[config.mk]
export PLATFORM = sky130hd
export DESIGN_NAME = dbg_cmd_seq
export DESIGN_NICKNAME = d
export VERILOG_FILES = /design/src/rtl/dbg_cmd_pkg.sv /design/src/rtl/dbg_timeout_ctr.sv /design/src/rtl/dbg_cmd_seq.sv
export SDC_FILE = /design/constraint.sdc
export NUM_CORES = 1
export LEC_CHECK = 0
export ABC_AREA = 1
export ABC_CLOCK_PERIOD_IN_PS = 1200
export BUFFER_PORTS_ARGS = -buffer_cell sky130_fd_sc_hd__buf_2
export CAP_MARGIN = 0
export CORE_MARGIN = 2
export CORE_UTILIZATION = 41
export DETAILED_ROUTE_END_ITERATION = 8
export HOLD_SLACK_MARGIN = 0.12
export PLACE_DENSITY_LB_ADDON = 0.25
export SYNTH_ARGS = -nofsm -noshare
export SYNTH_HDL_FRONTEND = slang
export SYNTH_SLANG_ARGS = --single-unit
[constraint.sdc]
create_clock -name tck -period 1.2 [get_ports tck]
set_input_delay 0.24 -clock tck [delete_from_list [all_inputs] [get_ports tck]]
set_output_delay 0.24 -clock tck [all_outputs]
set_load 0.03 [all_outputs]
[src/rtl/dbg_cmd_pkg.sv]
// Shared types for the debug command sequencer: command opcodes, response
// status codes, FSM states and the timeout counter width.
package dbg_cmd_pkg;

  // Width of the access timeout counter; covers the full TIMEOUT range.
  localparam int TMO_CNT_W = 16;

  typedef enum logic [1:0] {
    OP_NOP   = 2'b00,
    OP_READ  = 2'b01,
    OP_WRITE = 2'b10,
    OP_RSVD  = 2'b11
  } cmd_op_e;

  typedef enum logic [1:0] {
    ST_OK      = 2'b00,
    ST_TIMEOUT = 2'b10,
    ST_ERR     = 2'b11
  } rsp_status_e;

  typedef enum logic {
    S_IDLE   = 1'b0,
    S_ACCESS = 1'b1
  } seq_state_e;

  // True for opcodes that start a bus transaction.
  function automatic logic op_is_access(input cmd_op_e op);
    return (op == OP_READ) || (op == OP_WRITE);
  endfunction

  // True for any opcode that counts as a real command (overrun candidate).
  function automatic logic op_is_cmd(input cmd_op_e op);
    return op != OP_NOP;
  endfunction

endpackage

[src/rtl/dbg_timeout_ctr.sv]
// Access timeout counter for the debug command sequencer. Held at zero while
// clr is high, counts while en is high, and flags expire once the count has
// reached TIMEOUT-1 (it then holds). Used only when DBG_CMD_SEQ_TIMEOUT_EN
// is defined.
module dbg_timeout_ctr
  import dbg_cmd_pkg::*;
#(
  parameter int TIMEOUT = 255
) (
  input  logic tck,
  input  logic trst,
  input  logic clr,
  input  logic en,
  output logic expire
);

  localparam logic [TMO_CNT_W-1:0] LAST = TMO_CNT_W'(TIMEOUT - 1);

  logic [TMO_CNT_W-1:0] cnt;

  // Cycle counter: cleared outside an access, saturates at the expiry count.
  always_ff @(posedge tck or negedge trst) begin
    if (!trst) begin
      cnt <= '0;
    end else if (clr) begin
      cnt <= '0;
    end else if (en && !expire) begin
      cnt <= cnt + 1'b1;
    end
  end

  assign expire = (cnt == LAST);

endmodule

[src/rtl/dbg_cmd_seq.sv]
// Debug command sequencer (JTAG clock domain). Takes one command per
// Update-DR pulse, runs it as a single req/ack access on the core debug bus
// and holds status/data for the next Capture-DR. Commands arriving while an
// access is in flight are dropped and flagged in the sticky overrun bit.
// Build option: DBG_CMD_SEQ_TIMEOUT_EN adds an access timeout of TIMEOUT
// cycles; without it an access waits for bus_ack/bus_err indefinitely.
module dbg_cmd_seq
  import dbg_cmd_pkg::*;
#(
  parameter int ADDR_W  = 8,
  parameter int DATA_W  = 32,
  parameter int TIMEOUT = 255
) (
  input  logic              tck,
  input  logic              trst,
  input  logic              cmd_valid,
  input  logic [1:0]        cmd_op,
  input  logic [ADDR_W-1:0] cmd_addr,
  input  logic [DATA_W-1:0] cmd_wdata,
  input  logic              rsp_capture,
  output logic              cmd_busy,
  output logic [DATA_W-1:0] rsp_data,
  output logic [1:0]        rsp_status,
  output logic              rsp_overrun,
  output logic              bus_req,
  output logic              bus_we,
  output logic [ADDR_W-1:0] bus_addr,
  output logic [DATA_W-1:0] bus_wdata,
  input  logic              bus_ack,
  input  logic              bus_err,
  input  logic [DATA_W-1:0] bus_rdata
);

  seq_state_e state;
  cmd_op_e    op;
  logic       tmo_expire;

  assign op = cmd_op_e'(cmd_op);

`ifdef DBG_CMD_SEQ_TIMEOUT_EN
  logic tmo_clr;
  logic tmo_en;

  assign tmo_clr = (state == S_IDLE);
  assign tmo_en  = (state == S_ACCESS);

  dbg_timeout_ctr #(
    .TIMEOUT (TIMEOUT)
  ) u_timeout_ctr (
    .tck    (tck),
    .trst   (trst),
    .clr    (tmo_clr),
    .en     (tmo_en),
    .expire (tmo_expire)
  );
`else
  // No timeout: only a bus response (or trst) ends an access.
  logic unused_timeout;

  assign tmo_expire     = 1'b0;
  assign unused_timeout = (TIMEOUT > 0);
`endif

  // Sequencer FSM: launches accesses, holds bus outputs, records results.
  always_ff @(posedge tck or negedge trst) begin
    if (!trst) begin
      state      <= S_IDLE;
      cmd_busy   <= 1'b0;
      bus_req    <= 1'b0;
      bus_we     <= 1'b0;
      bus_addr   <= '0;
      bus_wdata  <= '0;
      rsp_data   <= '0;
      rsp_status <= ST_OK;
    end else begin
      case (state)
        S_IDLE: begin
          if (cmd_valid) begin
            if (op_is_access(op)) begin
              bus_req   <= 1'b1;
              cmd_busy  <= 1'b1;
              bus_we    <= (op == OP_WRITE);
              bus_addr  <= cmd_addr;
              bus_wdata <= cmd_wdata;
              state     <= S_ACCESS;
            end else if (op == OP_RSVD) begin
              rsp_status <= ST_ERR;
            end
          end
        end
        S_ACCESS: begin
          // Error beats a simultaneous ack; any response beats the timeout.
          if (bus_err) begin
            rsp_status <= ST_ERR;
            bus_req    <= 1'b0;
            cmd_busy   <= 1'b0;
            state      <= S_IDLE;
          end else if (bus_ack) begin
            rsp_status <= ST_OK;
            if (!bus_we) begin
              rsp_data <= bus_rdata;
            end
            bus_req  <= 1'b0;
            cmd_busy <= 1'b0;
            state    <= S_IDLE;
          end else if (tmo_expire) begin
            rsp_status <= ST_TIMEOUT;
            bus_req    <= 1'b0;
            cmd_busy   <= 1'b0;
            state      <= S_IDLE;
          end
        end
        default: begin
          state <= S_IDLE;
        end
      endcase
    end
  end

  // Sticky overrun: set by a command during an access, cleared by capture;
  // a set in the same cycle as a capture keeps the flag high.
  always_ff @(posedge tck or negedge trst) begin
    if (!trst) begin
      rsp_overrun <= 1'b0;
    end else if (cmd_valid && op_is_cmd(op) && (state == S_ACCESS)) begin
      rsp_overrun <= 1'b1;
    end else if (rsp_capture) begin
      rsp_overrun <= 1'b0;
    end
  end

endmodule

==> results.yml, run 1 <==
sta:
  grt_setup_unrepaired: "yes"
  hold_viol: 0
  max_freq_mhz: 846
  hold_ws_ns: 0.131
  fin_ws_ns: 0.0175
  finalCritPeriodShare: 0.985
  setup_tns_ns: 0
  setup_viol: 0
  slew_violations: 0
  maxSlewHeadroom: 0.790
  tightest_slew_ns: 0.314
  fin_skew_ns: 0.00926
  layout_min_cycle_time_ns: 1.18
clock_network:
  clk_pin_slew_worst_paths_ns: 0.08
  cts-root-buf: "clkbuf_8"
  cts_made_buffers: 9
  cts_max_level: 3
  cts_buffer_depth: 2
  insertion_delay_ns: 0.34
  cts.sinks: 77
  cts_tree: "built"
setup_path:
  crit_type: "flop to primary output"
  cp.arrival_ns: 0.94
  crit_cells: 1
  required_ns: 0.96
  critical_path.top_delay_family: "flip-flops"
  ff2ff_setup_slack_ns: 0.05
  critPathMaxFanout: 3
  reg2reg_depth: 4
  slowest_stage: "dfrtp_2"
  cp_cell_sequence: "buf_2"
  cp_num_buf_inv: 1
  reg2reg_to: "bus_wdata[8]"
  r2r-start: "state"
  end_kind: "primary output"
  cp_slowest_stage_delay_ns: 0.42
  crit_path_start_kind: "flop"
synth:
  synth.distinct_cells: 19
  yosysMostFrequentCell: "nand2_1"
  yosys_register_bits: 77
  yosys_warnings: 0
  ys_seq_area_frac: 0.595
  synth.avg_cell_area_sq_um: 9.50
  synthArstFlopShare: 1.00
  synthCells: 341
  yosys.area.top_type: "dfrtp_1"
  synth_ff_type: "dfrtp_1"
  yosys-top-cells-count: "80 x nand2_1, 78 x inv_1, 77 x dfrtp_1"
  synth.area.top_cells: "dfrtp_1 59%, nand2_1 9.3%, inv_1 9.0%"
  synth_edf_count: 0
  synthesis.area_sq_um: 3240
  synth_top_area_frac: 0.595
  synth_nets: 424
floorplanning:
  core.rowCount: 32
  fp.dieH_um: 92.9
  die_w_um: 92.9
  ios: 158
  initial_utilization: 0.422
  core_area_sq_um: 7690
  die_area_sq_um: 8630
grt:
  grtUsageTotal: 0.172
  grt_overflow_total: 0
  grt_max_degree: 65
  antenna_found_initial: 0
  grt_pass1_wl_mm: 11.7
  grt_pass1_vias: 2572
detailed_routing:
  finalWirelength_mm: 7.13
  wl_per_cell_um: 11.6
  via_per_inst: 4.29
  dr.pass1.iters: 4
  route.detailed.drc: 0
  first_iter_violations: 77
  vias: 2650
  drtAntennaViolNets: 0
layout:
  nets: 593
  nFillCells: 742
  fin_cells: 617
  design_area_sq_um: 4490
  areaGrowthSynthToFinish_pct: 38.6
  fin_util: 0.584
  drive_gt1_frac: 0.419
  diodes: 0
pwr:
  irDropWorstVdd_v: 0.00109
  power.density_nw_per_um2: 2080
  p_total_mw: 9.35
  p_leak_nw: 2.67
place:
  detailed_place_hpwl_mm: 5.35
  place_inst: 594
  post-place-ws_ns: -0.153
  place_congestion: 0.771
  io_buffers: 157
  placed_area_sq_um: 4190
hold_path:
  hp-class: "input pin to flop"
  hold_start: "cmd_addr[4]"
  min_to: "bus_addr[4]"
  whs_path_depth: 3
run:
  drv_cap: 0
outcome:
  status: "completed"
## per-layer routing
metal / GRT usage / part of all wire / vias to the layer above
met1: 0.217 / 0.44 / 1194
li1: - / - / 1360
met3: 0.0317 / 0.053 / 8
met4: 0.0662 / 0.016 / 0
met2: 0.293 / 0.49 / 88
met5: 0 / 0 / -
## what timing repair did
action / 4_1_cts / 5_1_grt
hold buffers: 6 / 0
endpoints found under the setup margin: 0 / 43
gates resized for setup: 0 / 6
buffers inserted: 0 / 1
hold endpoints to repair: 82 / 0
## cell families after synthesis
family | Yosys count | share of synthesized area
AO/OA/AOI/OAI | 75 | 0.143
adder cells (fa/ha/maj) | 3 | 0.0116
buffers and inverters | 96 | 0.135
flip-flops | 77 | 0.595
AND/OR/NAND/NOR | 90 | 0.115
## registers in the layout, indices dropped and copies added (netlist names)
name,flops
rsp_status,1
bus_addr,8
bus_we,1
rsp_overrun,1
rsp_data,32
bus_req,1
state,1
bus_wdata,32
## where the power goes
group | total [mW] | internal [mW] | leakage [nW] | switching, mW
sequential | 3.70 | 3.31 | 0.960 | 0.382
combinational | 3.50 | 1.08 | 1.59 | 2.42
clock | 2.16 | 1.22 | 0.112 | 0.939
## worst max path at each step
stage / startpoint / end
floorplan: cmd_op[0] / bus_wdata[10]
CTS: bus_we / bus_we
global placement: cmd_op[0] / bus_wdata[0]
global route: state / bus_wdata[0]
detailed placement: cmd_op[0] / bus_wdata[8]
finish: bus_we / bus_we
## placed cells by master, fill, tap and decap left out, types with 3 or more instances in the layout
| master | instances |
|---|---|
| clkbuf_8 | 10 |
| buf_2 | 154 |
| inv_1 | 78 |
| o21ai_1 | 17 |
| dlygate4sd3_1 | 6 |
| dfrtp_1 | 75 |
| ha_1 | 3 |
| o21ai_2 | 23 |
| nand2_1 | 80 |
| buf_12 | 7 |
| buf_4 | 9 |
| o21ai_0 | 34 |
## cell type report
cell class	instances	area [sq um]	share of cell area
multi-input cells	168	878	0.196
clock buffers	10	138	0.0306
clock inverters	6	86.3	0.0192
well taps	102	128	0.0284
flip-flops and latches	77	1930	0.430
inverters	78	293	0.0652
repair buffers	176	1040	0.231
(Power assumes the default switching activity.)
==> inputs of run 2 (changes only) <==
==> constraint.sdc (replaced) <==
create_clock -name tck -period 1.2 [get_ports tck]
set_input_delay 0.24 -clock tck [delete_from_list [all_inputs] [get_ports tck]]
set_output_delay 0.24 -clock tck [all_outputs]
set_load 0.05 [all_outputs]
==> results.yml, run 2 (same netlist as run 1, synthesis figures left out) <==
outcome:
  status: "completed"
place:
  detailed_place_hpwl_mm: 4.96
  placed_area_sq_um: 4160
  place_congestion: 0.696
  io_buffers: 157
  place_inst: 594
setup_path:
  critPathMaxFanout: 3
  cp_slowest_stage_delay_ns: 0.46
  cp_num_buf_inv: 1
  ff2ff_setup_slack_ns: 0.03
  reg2reg_to: "rsp_data[24]"
  required_ns: 0.96
  crit_path_start_kind: "flop"
  r2r-start: "bus_we"
  cp_cell_sequence: "buf_8"
  cp.arrival_ns: 0.95
  end_kind: "primary output"
  critical_path.top_delay_family: "flip-flops"
  crit_type: "flop to primary output"
  slowest_stage: "dfrtp_2"
  reg2reg_depth: 4
floorplanning:
  core_area_sq_um: 7690
  die_w_um: 92.9
  die_area_sq_um: 8630
  ios: 158
  core.rowCount: 32
  initial_utilization: 0.422
  fp.dieH_um: 92.9
hold_path:
  hold_start: "bus_rdata[2]"
  hp-class: "input pin to flop"
  whs_path_depth: 3
  min_to: "rsp_data[2]"
grt:
  top_usage_layer: "met2"
  grtUsageMet3: 0.0407
  grt_overflow_total: 0
  grt_pass1_wl_mm: 11.8
  grt_pass1_vias: 2590
  grt_max_degree: 76
  grtUsageTotal: 0.172
  met1_usage: 0.213
  antenna_found_initial: 0
  gr-usage-met2: 0.289
pwr:
  netSwitchingFraction: 0.438
  p_seq_frac: 0.333
  pwr-share-comb: 0.460
  p_leak_nw: 2.72
  irDropWorstVdd_v: 0.00153
  power.density_nw_per_um2: 2390
  p_clk_frac: 0.207
  internal_power_mw: 6.37
  switchingPower_mw: 4.96
  p_total_mw: 11.3
layout:
  drive_gt1_frac: 0.417
  nFillCells: 671
  layout_common_cells: "80 x nand2_1, 78 x inv_1, 78 x buf_2"
  final_common_cell: "nand2_1"
  diodes: 0
  areaGrowthSynthToFinish_pct: 46.5
  reg.largest.list: "bus_wdata: 32 flops, rsp_data: 32 flops, bus_addr: 8 flops"
  fin_cells: 615
  design_area_sq_um: 4750
  nets: 591
clock_network:
  clk_pin_slew_worst_paths_ns: 0.08
  cts_max_level: 3
  insertion_delay_ns: 0.33
  cts.sinks: 77
  cts_tree: "built"
  post_cts_buffers: 0
  cts_made_buffers: 9
  cts-root-buf: "clkbuf_8"
  cts_buffer_depth: 2
detailed_routing:
  drtAntennaViolNets: 0
  route.detailed.drc: 0
  vias: 2680
  first_iter_violations: 78
  via_per_inst: 4.36
  wl_per_cell_um: 12.0
  dr.pass1.iters: 4
  finalWirelength_mm: 7.37
sta:
  layout_min_cycle_time_ns: 1.19
  setup_viol: 0
  setup_tns_ns: 0
  hold_viol: 0
  max_freq_mhz: 837
  maxSlewHeadroom: 0.725
  slew_violations: 0
  tightest_slew_ns: 0.412
  grt_setup_unrepaired: "yes"
  fin_skew_ns: 0.00881
  finalCritPeriodShare: 0.995
run:
  drv_cap: 0
-- run 2: layout make-up --
type	instances	area (sq um)	area share
Timing Repair Buffer	174	1270	0.267
Inverter	78	293	0.0617
Clock buffer	12	145	0.0306
Tap cell	102	128	0.0269
Sequential cell	77	1930	0.406
Multi-Input combinational cell	168	891	0.188
Clock inverter	4	95.1	0.0200
-- run 2: power groups by stage --
| stage | Combinational (mW) | Clock [mW] | Sequential (mW) |
|---|---|---|---|
| after floorplan | 0.930 | 0 | 6.30 |
| after global placement | 4.59 | 0 | 3.71 |
| after detailed placement | 4.65 | 0 | 3.73 |
| after CTS | 5.00 | 2.41 | 3.72 |
| after global routing | 5.50 | 2.53 | 3.87 |
| final | 5.21 | 2.35 | 3.77 |
-- run 2: routing by layer --
| metal | share of wire | up-vias |
|---|---|---|
| li1 | - | 1355 |
| met1 | 0.42 | 1234 |
| met2 | 0.52 | 80 |
| met3 | 0.049 | 11 |
| met4 | 0.016 | 0 |
| met5 | 0 | - |
-- run 2: repair_timing --
item,4_1_cts,5_1_grt
hold endpoints to repair,80,0
gates cloned,0,1
pin swaps,0,0
hold buffers,4,0
setup endpoints to repair,62,66
gates resized for setup,62,67
-- run 2: worst max path at each step --
| stage | to | slack, ns | startpoint | cells past startpoint |
|---|---|---|---|---|
| 2_1_floorplan | bus_wdata[10] | 0.009 | cmd_op[0] | 7 |
| 3_3_place_gp | bus_wdata[0] | -0.09 | cmd_op[0] | 7 |
| 3_5_place_dp | bus_wdata[0] | -0.13 | cmd_op[0] | 7 |
| 4_1_cts | cmd_busy | -0.05 | bus_req | 1 |
| 5_1_grt | bus_we | -0.04 | bus_we | 1 |
| 6_report | bus_we | 0.006 | bus_we | 1 |
-- run 2: per-stage QoR --
step,hold WS (ns),util,setup slack [ns]
after CTS,0.121,0.597,-0.0480
final,0.133,0.618,0.00573
after detailed placement,0.0410,0.541,-0.132
after floorplan,-0.0556,-,0.00910
after global placement,0.0390,0.541,-0.0936
after global routing,0.122,0.618,-0.0361
==> inputs of run 3 (changes only) <==
--- a/config.mk
+++ b/config.mk
@@ -9,8 +9,10 @@
 export ABC_CLOCK_PERIOD_IN_PS = 1200
 export BUFFER_PORTS_ARGS = -buffer_cell sky130_fd_sc_hd__buf_2
 export CAP_MARGIN = 0
+export CELL_PAD_IN_SITES_DETAIL_PLACEMENT = 0
+export CELL_PAD_IN_SITES_GLOBAL_PLACEMENT = 1
 export CORE_MARGIN = 2
-export CORE_UTILIZATION = 41
+export CORE_UTILIZATION = 30
 export DETAILED_ROUTE_END_ITERATION = 8
 export HOLD_SLACK_MARGIN = 0.12
 export PLACE_DENSITY_LB_ADDON = 0.25
==> results.yml, run 3 (same netlist as run 1, synthesis figures left out) <==
detailed_routing:
  first_iter_violations: 111
  dr.pass1.iters: 4
  via_per_inst: 4.18
  finalWirelength_mm: 9.23
  vias: 2884
  drtAntennaViolNets: 0
  route.detailed.drc: 0
  wl_per_cell_um: 13.4
hold_path:
  min_to: "bus_addr[6]"
  whs_path_depth: 3
  hold_start: "cmd_addr[6]"
  hp-class: "input pin to flop"
grt:
  grt_pass1_vias: 2791
  antenna_found_initial: 0
  top_usage_layer: "met2"
  grt_overflow_total: 0
  grtUsageTotal: 0.144
  gr-usage-met2: 0.251
  grt_max_degree: 65
  grt_pass1_wl_mm: 13.1
  met1_usage: 0.171
  grtUsageMet3: 0.0289
pwr:
  power.density_nw_per_um2: 2150
  irDropWorstVdd_v: 0.000935
  p_leak_nw: 3.06
sta:
  layout_min_cycle_time_ns: 1.26
  hold_viol: 0
  setup_tns_ns: -0.193
  fin_skew_ns: 0.00636
  setup_viol: 18
  max_freq_mhz: 793
  slew_violations: 0
  fin_ws_ns: -0.0614
  finalCritPeriodShare: 1.05
  grt_setup_unrepaired: "yes"
  maxSlewHeadroom: 0.841
  tightest_slew_ns: 0.238
layout:
  reg.largest.list: "bus_wdata: 32 flops, rsp_data: 32 flops, bus_addr: 8 flops"
  diodes: 0
  design_area_sq_um: 5600
  layout_common_cells: "78 x inv_1, 78 x buf_2, 75 x dfrtp_1"
  drive_gt1_frac: 0.484
  multiInputGateArea_sq_um: 1070
  nFillCells: 987
  seqCellArea_sq_um: 1930
  nets: 632
  areaGrowthSynthToFinish_pct: 72.7
clock_network:
  cts_tree: "built"
  cts_max_level: 3
  cts_made_buffers: 9
  cts.sinks: 77
  cts_buffer_depth: 2
  insertion_delay_ns: 0.35
  clk_pin_slew_worst_paths_ns: 0.08
  cts-root-buf: "clkbuf_8"
floorplanning:
  ios: 158
  die_w_um: 108
  core.rowCount: 37
  initial_utilization: 0.311
  fp.dieH_um: 108
  core_area_sq_um: 10400
  die_area_sq_um: 11600
place:
  io_buffers: 157
  placed_area_sq_um: 4210
  detailed_place_hpwl_mm: 5.66
  place_congestion: 0.717
setup_path:
  end_kind: "primary output"
  crit_type: "flop to primary output"
  required_ns: 0.96
  reg2reg_depth: 6
  crit_path_start_kind: "flop"
  critPathMaxFanout: 2
  ff2ff_setup_slack_ns: -0.02
  cp.arrival_ns: 1.02
  reg2reg_to: "rsp_data[20]"
  r2r-start: "bus_we"
outcome:
  failed_checks: "setup timing"
  status: "finished, violations left"
run:
  drv_cap: 0
-- run 3: cell count changes in the layout (fill, tap and decap cells not counted), moves of 10 or more --
cell and change:
nand2_1 -30, o21ai_0 +10, buf_4 -34, dlygate4sd3_1 +24
o21ai_1 -15, nand2_2 +22, buf_6 +47
-- run 3: area by class of cell --
class	count	share of cell area
repair buffers	213	0.342
multi-input cells	170	0.191
inverters	78	0.0523
well taps	136	0.0304
clock buffers	12	0.0277
flip-flops and latches	77	0.345
clock inverters	4	0.0125
-- run 3: timing repair --
action,in CTS,in global routing
hold endpoints to repair,104,0
hold buffers,28,0
gates cloned,0,11
endpoints found under the setup margin,78,123
setup buffers,1,8
resized for setup,94,105
-- run 3: stage by stage --
stage	utilization	power (mW)	hold WS (ns)	setup slack, ns	cells
global placement	0.404	8.35	0.120	-0.105	626
floorplan	-	7.23	-0.0556	0.00910	341
detailed placement	0.404	8.42	0.120	-0.128	626
finish	0.537	12.0	0.133	-0.0614	690
global route	0.537	12.6	0.121	-0.107	690
CTS	0.477	11.3	0.120	-0.0764	671
-- run 3: worst max-delay path, cell delays in order (launching register included) --
cell and delay, ns:
dfrtp_2 0.42, buf_6 0.12, buf_8 0.14
-- run 3: worst max-delay path by stage --
stage	slack (ns)	start	endpoint	cells past startpoint
floorplan	0.009	cmd_op[0]	bus_wdata[10]	7
finish	-0.06	bus_we	bus_we	2
global route	-0.11	state	rsp_data[26]	5
detailed placement	-0.13	cmd_op[0]	bus_wdata[27]	7
global placement	-0.10	cmd_op[0]	bus_wdata[21]	7
CTS	-0.08	bus_we	bus_we	2
-- run 3: where the power goes --
part           internal [mW]  switching [mW]  leakage, nW
Combinational           2.17            3.75         1.99
Clock                   1.28           0.924        0.116
Sequential              3.32           0.574        0.960
Total                   6.77            5.25         3.06
-- run 3: metal layers --
layer,up-vias,part of all wire
met2,72,0.51
met4,0,0.016
met5,-,0
met3,11,0.044
met1,1357,0.43
li1,1444,-
